`src/rtl/result_packer.sv`:
```
// result_packer: packs the 8-bit result stream little-endian into 32-bit words and
// writes them through a small FIFO. The optional byte counter is enabled by RESULT_PACKER_BYTECNT_EN.
module result_packer #(
  parameter int ADDR_WIDTH = 16,
  parameter int FIFO_DEPTH = 4
) (
  input  logic                  clk,
  input  logic                  reset,
  input  logic                  start,
  input  logic [ADDR_WIDTH-1:0] base_addr,
  input  logic [7:0]            result_data,
  input  logic                  result_valid,
  input  logic                  flush,
  output logic                  wr_en,
  output logic [ADDR_WIDTH-1:0] wr_addr,
  output logic [31:0]           wr_data,
  output logic [3:0]            wr_be,
  input  logic                  wr_ready,
  output logic                  busy,
  output logic                  done,
  output logic                  fifo_ovrflow
`ifdef RESULT_PACKER_BYTECNT_EN
  ,
  output logic [ADDR_WIDTH+1:0] byte_count
`endif
);

  typedef enum logic [1:0] {
    IDLE  = 2'd0,
    PACK  = 2'd1,
    DRAIN = 2'd2
  } state_t;

  localparam int PTR_W = $clog2(FIFO_DEPTH);
  localparam int CNT_W = PTR_W + 1;
  localparam logic [CNT_W-1:0] FULL_CNT = CNT_W'(FIFO_DEPTH);

  function automatic logic [3:0] lane_be(input logic [2:0] n);
    logic [3:0] be;
    case (n)
      3'd1:    be = 4'b0001;
      3'd2:    be = 4'b0011;
      3'd3:    be = 4'b0111;
      3'd4:    be = 4'b1111;
      default: be = 4'b0000;
    endcase
    return be;
  endfunction

  function automatic logic [31:0] be_mask(input logic [3:0] be);
    logic [31:0] m;
    for (int i = 0; i < 4; i++) begin
      m[8*i +: 8] = {8{be[i]}};
    end
    return m;
  endfunction

`ifdef RESULT_PACKER_BYTECNT_EN
  function automatic logic [2:0] popcount4(input logic [3:0] v);
    return {2'b00, v[0]} + {2'b00, v[1]} + {2'b00, v[2]} + {2'b00, v[3]};
  endfunction
`endif

  state_t                state_r, state_nxt_s;
  logic                  done_r, done_nxt_s;
  logic [1:0]            lane_r, lane_nxt_s;
  logic [23:0]           bytes_r;
  logic [35:0]           mem_r [FIFO_DEPTH];
  logic [PTR_W-1:0]      rd_ptr_r, wr_ptr_r;
  logic [CNT_W-1:0]      count_r;
  logic [ADDR_WIDTH-1:0] wr_addr_r;
  logic                  ovf_r;

  logic        accept_s, flush_s, push_s, push_ok_s, pop_s, overflow_s;
  logic        fifo_empty_s, fifo_full_s;
  logic [2:0]  fill_s;
  logic [31:0] word_s;
  logic [35:0] push_word_s, head_s;

  assign accept_s     = (state_r == PACK) && result_valid && !start;
  assign flush_s      = (state_r == PACK) && flush && !start;
  assign fifo_empty_s = (count_r == '0);
  assign fifo_full_s  = (count_r == FULL_CNT);
  assign pop_s        = !fifo_empty_s && wr_ready && !start;
  assign push_ok_s    = push_s && (!fifo_full_s || pop_s);
  assign overflow_s   = push_s && fifo_full_s && !pop_s;
  assign head_s       = mem_r[rd_ptr_r];

  // Merge the incoming byte into the staged word and decide what, if anything, is pushed.
  always_comb begin
    word_s      = {8'h00, bytes_r};
    fill_s      = {1'b0, lane_r};
    push_s      = 1'b0;
    push_word_s = 36'h0;
    lane_nxt_s  = lane_r;
    if (accept_s) begin
      word_s[{lane_r, 3'b000} +: 8] = result_data;
      fill_s = {1'b0, lane_r} + 3'd1;
    end else begin
      fill_s = {1'b0, lane_r};
    end
    // A completed word wins over a same-cycle flush; the flush then sees lane 0.
    if (fill_s == 3'd4) begin
      push_s      = 1'b1;
      push_word_s = {4'hF, word_s};
      lane_nxt_s  = 2'd0;
    end else if (flush_s && (fill_s != 3'd0)) begin
      push_s      = 1'b1;
      push_word_s = {lane_be(fill_s), word_s & be_mask(lane_be(fill_s))};
      lane_nxt_s  = 2'd0;
    end else begin
      push_s      = 1'b0;
      push_word_s = 36'h0;
      lane_nxt_s  = fill_s[1:0];
    end
  end

  // FSM state register and registered done pulse.
  always_ff @(posedge clk) begin
    if (reset) begin
      state_r <= IDLE;
      done_r  <= 1'b0;
    end else begin
      state_r <= state_nxt_s;
      done_r  <= done_nxt_s;
    end
  end

  // FSM next-state logic; start overrides every state.
  always_comb begin
    state_nxt_s = state_r;
    done_nxt_s  = 1'b0;
    if (start) begin
      state_nxt_s = PACK;
    end else begin
      case (state_r)
        IDLE:    state_nxt_s = IDLE;
        PACK:    state_nxt_s = flush ? DRAIN : PACK;
        DRAIN: begin
          if (fifo_empty_s) begin
            state_nxt_s = IDLE;
            done_nxt_s  = 1'b1;
          end else begin
            state_nxt_s = DRAIN;
          end
        end
        default: state_nxt_s = IDLE;
      endcase
    end
  end

  // FSM outputs and write-port presentation of the FIFO head.
  always_comb begin
    busy         = (state_r != IDLE);
    done         = done_r;
    fifo_ovrflow = ovf_r;
    wr_addr      = wr_addr_r;
    wr_en        = !fifo_empty_s;
    if (!fifo_empty_s) begin
      wr_data = head_s[31:0];
      wr_be   = head_s[35:32];
    end else begin
      wr_data = 32'h0;
      wr_be   = 4'h0;
    end
  end

  // Packer lane, staged bytes, FIFO pointers, write address and overflow flag.
  always_ff @(posedge clk) begin
    if (reset) begin
      lane_r    <= 2'd0;
      bytes_r   <= 24'h0;
      rd_ptr_r  <= '0;
      wr_ptr_r  <= '0;
      count_r   <= '0;
      wr_addr_r <= '0;
      ovf_r     <= 1'b0;
    end else if (start) begin
      lane_r    <= 2'd0;
      bytes_r   <= 24'h0;
      rd_ptr_r  <= '0;
      wr_ptr_r  <= '0;
      count_r   <= '0;
      wr_addr_r <= base_addr;
      ovf_r     <= 1'b0;
    end else begin
      lane_r  <= lane_nxt_s;
      bytes_r <= word_s[23:0];
      if (push_ok_s) begin
        wr_ptr_r <= wr_ptr_r + PTR_W'(1);
      end
      if (pop_s) begin
        rd_ptr_r  <= rd_ptr_r + PTR_W'(1);
        wr_addr_r <= wr_addr_r + ADDR_WIDTH'(1);
      end
      case ({push_ok_s, pop_s})
        2'b10:   count_r <= count_r + CNT_W'(1);
        2'b01:   count_r <= count_r - CNT_W'(1);
        default: count_r <= count_r;
      endcase
      if (overflow_s) begin
        ovf_r <= 1'b1;
      end
    end
  end

  // FIFO storage; contents need no reset because occupancy is tracked by count_r.
  always_ff @(posedge clk) begin
    if (push_ok_s) begin
      mem_r[wr_ptr_r] <= push_word_s;
    end
  end

`ifdef RESULT_PACKER_BYTECNT_EN
  logic [ADDR_WIDTH+1:0] bc_r;
  logic [ADDR_WIDTH+2:0] bc_sum_s;

  assign bc_sum_s   = {1'b0, bc_r} + (ADDR_WIDTH+3)'(popcount4(wr_be));
  assign byte_count = bc_r;

  // Saturating count of bytes written.
  always_ff @(posedge clk) begin
    if (reset || start) begin
      bc_r <= '0;
    end else if (pop_s) begin
      bc_r <= bc_sum_s[ADDR_WIDTH+2] ? '1 : bc_sum_s[ADDR_WIDTH+1:0];
    end
  end
`endif

endmodule

```
`config.mk`:
```
export PLATFORM = sky130hd
export DESIGN_NAME = result_packer
export DESIGN_NICKNAME = d
export VERILOG_FILES = /design/src/rtl/result_packer.sv
export SDC_FILE = /design/constraint.sdc
export NUM_CORES = 1
export LEC_CHECK = 0
export BUFFER_PORTS_ARGS = -buffer_cell sky130_fd_sc_hd__buf_4
export CORE_UTILIZATION = 30
export DETAILED_ROUTE_END_ITERATION = 6
export PLACE_DENSITY_LB_ADDON = 0.3
export SYNTH_ARGS = -nofsm -noshare
export SYNTH_HDL_FRONTEND = slang
export SYNTH_SLANG_ARGS = --single-unit
export TNS_END_PERCENT = 100
```
`constraint.sdc`:
```
create_clock -name clk -period 8.78 [get_ports clk]
set_clock_uncertainty 0.05 [all_clocks]
set_input_delay 1.756 -clock clk [delete_from_list [all_inputs] [get_ports clk]]
set_output_delay 1.756 -clock clk [all_outputs]
set_load 0.05 [all_outputs]
```
==> run summary <==
Max Fclk: 0.240 GHz
worst path buffer plus inverter count: 2
reg2reg path depth: 7
Crit Path Max Fanout: 36
Nets: 725
layout cell share with drive strength beyond 1: 0.245
FF-to-FF setup slack: 5.22 ns
CTS max path bufs: 2
min-delay worst type: register to register
I/O Buffers: 85
die area: 28,600 um2
critical path's slowest cell: mux4_2
Overflow after GRT: 0
HPWL Detailed: 11,300 um
largest net degree at the start of global routing: 38
Power Total: 1.88 mW
clock sinks: 199
Top delay family on crit path: buffers and inverters
P_leak: 3.55 nW
row count: 60
Worst-Skew Late Latency: 0.43 ns
CP max stage delay: 0.63 ns
initial antenna violation count: 0
die width: 169 um
TritonCTS Buffers: 17
vias in the first global route: 4,912
post-route ant nets: 0
Rel. slew slack: 0.282
final WL: 17,600 um
drt pass-1 iters: 5
routed length per placed instance: 16.6 um
PD cells: 188 nW/um2
final non-filler cell area: 10,000 um2
MaxCap Viol Count: 0
area grow syn2layout: 19.9%
status: completed
EDFF count, synth: 144
Initial DRC Count: 288
setup violators final: 0
Worst-Margin Slew: 1.07 ns
CTS tree: built
hold depth: 2
synth unique cells: 51
Worst R2R Start: lane_r[0]
Resized Gates After CTS: 0
Warnings, synthesis: 0
diode count: 0
Mapped Cells: 597
Critical Path AT: 2.36 ns
Critical Path RT: 6.97 ns
first-pass GRT wire length: 27,800 um
Peak supply drop: 0.0986 mV
main flop type after synthesis: edfxtp_1
ys async rst share: 0
Synth Cell Area: 8370 um2
Setup TNS: 0 ns
io pins: 86
biggest area consumer among synthesized cells: edfxtp_1
register area share after synthesis: 0.648
unrepaired setup endpoints after global routing: no
DRC: 0
GRT Util Overall: 0.129
DR vias: 4,924
Hold Fails Final Rpt: 0
DP Worst Slack: 4.17 ns
Pins Over Slew Limit: 0
WHS Endpoint: bytes_r[19]
Post-CTS Hold Buffers: 0
Clock Pin Slew Worst Setup and Hold Paths: 0.07 ns
CP endpoint kind: primary output
vias per inst: 4.62
initial core utilization: 0.308
post-synth net total: 641
gpl congestion: 0.751
crit-path cells: buf_4 -> mux4_2 -> nor2b_1 -> buf_4
hold_sp: bytes_r[19]
top post-synthesis cells by area: edfxtp_1 (52%), dfxtp_1 (13%), mux4_2 (9.7%)
Top cell by count, worst path: buf_4
crit start category: register
Root Driver: clkbuf_16
core area: 27,200 um2
final worst slack: 4.62 ns
most instantiated cells after synthesis: edfxtp_1 (144), nor2_1 (81), dfxtp_1 (55)
Setup Buffers After CTS: 0
Synth top area share: 0.517
Setup CP Type: register to primary output
syn_area_per_cell: 14.0 um2
Max H-tree Level: 4
dpl cell area: 9420 um2
worst r2r dst: mem_r[3][3]
post-synthesis register bit count: 199
period utilization: 0.474
count leader, synth: edfxtp_1
Die Y: 169 um
minimum clock period after layout: 4.16 ns
routing by layer:
| metal | track usage | part of all wire | up-vias |
|---|---|---|---|
| li1 | - | - | 2355 |
| met1 | 0.173 | 0.47 | 2446 |
| met2 | 0.205 | 0.47 | 111 |
| met3 | 0.0339 | 0.051 | 12 |
| met4 | 0.0364 | 0.0071 | 0 |
| met5 | 0 | 0 | - |
report_power, final:
| part | internal, mW | switching, mW | total (mW) | leakage, nW |
|---|---|---|---|---|
| sequential | 0.998 | 0.00624 | 1.00 | 1.78 |
| clock | 0.437 | 0.375 | 0.812 | 0.302 |
| combinational | 0.0255 | 0.0426 | 0.0681 | 1.47 |
| total | 1.46 | 0.423 | 1.88 | 3.55 |
cell type report:
cell class              instances  area, um2
inverters                      22       82.6
clock buffers                  17        425
well taps                     372        465
flip-flops and latches        199       5430
fillers                      2640      17100
multi-input cells             351       2770
repair buffers                 90        676
clock inverters                15        198
worst max path at each step:
stage | from | endpoint | slack, ns | cells past startpoint
detailed placement | start | mem_r[2][10] | 4.17 | 6
global route | register | wr_be[3] | 4.44 | 4
global placement | start | mem_r[2][2] | 4.23 | 6
CTS | register | wr_be[3] | 4.53 | 4
floorplan | start | mem_r[0][0] | 4.84 | 4
finish | register | wr_be[3] | 4.62 | 4
state kept, by name (all words and copies together), names as in the netlist, named ones only:
name,cells
wr_addr,16
bytes_r,24
lane_r,2
fifo_ovrflow,1
mem_r,144
rd_ptr_r,2
count_r,3
done,1
state_r,2
wr_ptr_r,2
layout by cell type (no fill, tap or decap), types with 3 or more instances in the layout:
master     instances
edfxtp_1         144
buf_4             90
nor2_1            81
dfxtp_1           54
nor2b_1           39
mux4_2            36
a21oi_1           36
and3_1            28
inv_1             22
nand2_1           17
clkbuf_16         17
xnor2_1           13
ha_1              13
and2_1            11
mux2i_1           10
nor3_1             7
nand3_1            6
o21a_1             6
inv_8              6
xor2_1             4
nand4_1            4
o21ai_0            3
and2_0             3
logic make-up after synthesis:
logic type | synth area share
AO/OA/AOI/OAI | 0.0444
XOR/XNOR | 0.0178
flip-flops | 0.648
buffers and inverters | 0.0224
multiplexers | 0.109
AND/OR/NAND/NOR | 0.137
adder cells (fa/ha/maj) | 0.0218
per-stage QoR:
step / util / instances / hold WS, ns
2_1_floorplan: - / 597 / 0.409
3_3_place_gp: 0.347 / 1034 / 0.421
3_5_place_dp: 0.347 / 1034 / 0.427
4_1_cts: 0.369 / 1066 / 0.444
5_1_grt: 0.369 / 1066 / 0.469
6_report: 0.369 / 1066 / 0.440
worst register-to-register path, stage by stage (launching register included):
cell and delay [ns]:
dfxtp_1 0.56, inv_1 0.20, ha_1 0.46, and4bb_2 0.37, o32ai_4 0.12, nor3_4 0.30
and2_1 0.67, buf_4 0.48
No activity file was read; power rests on OpenSTA's default activity.
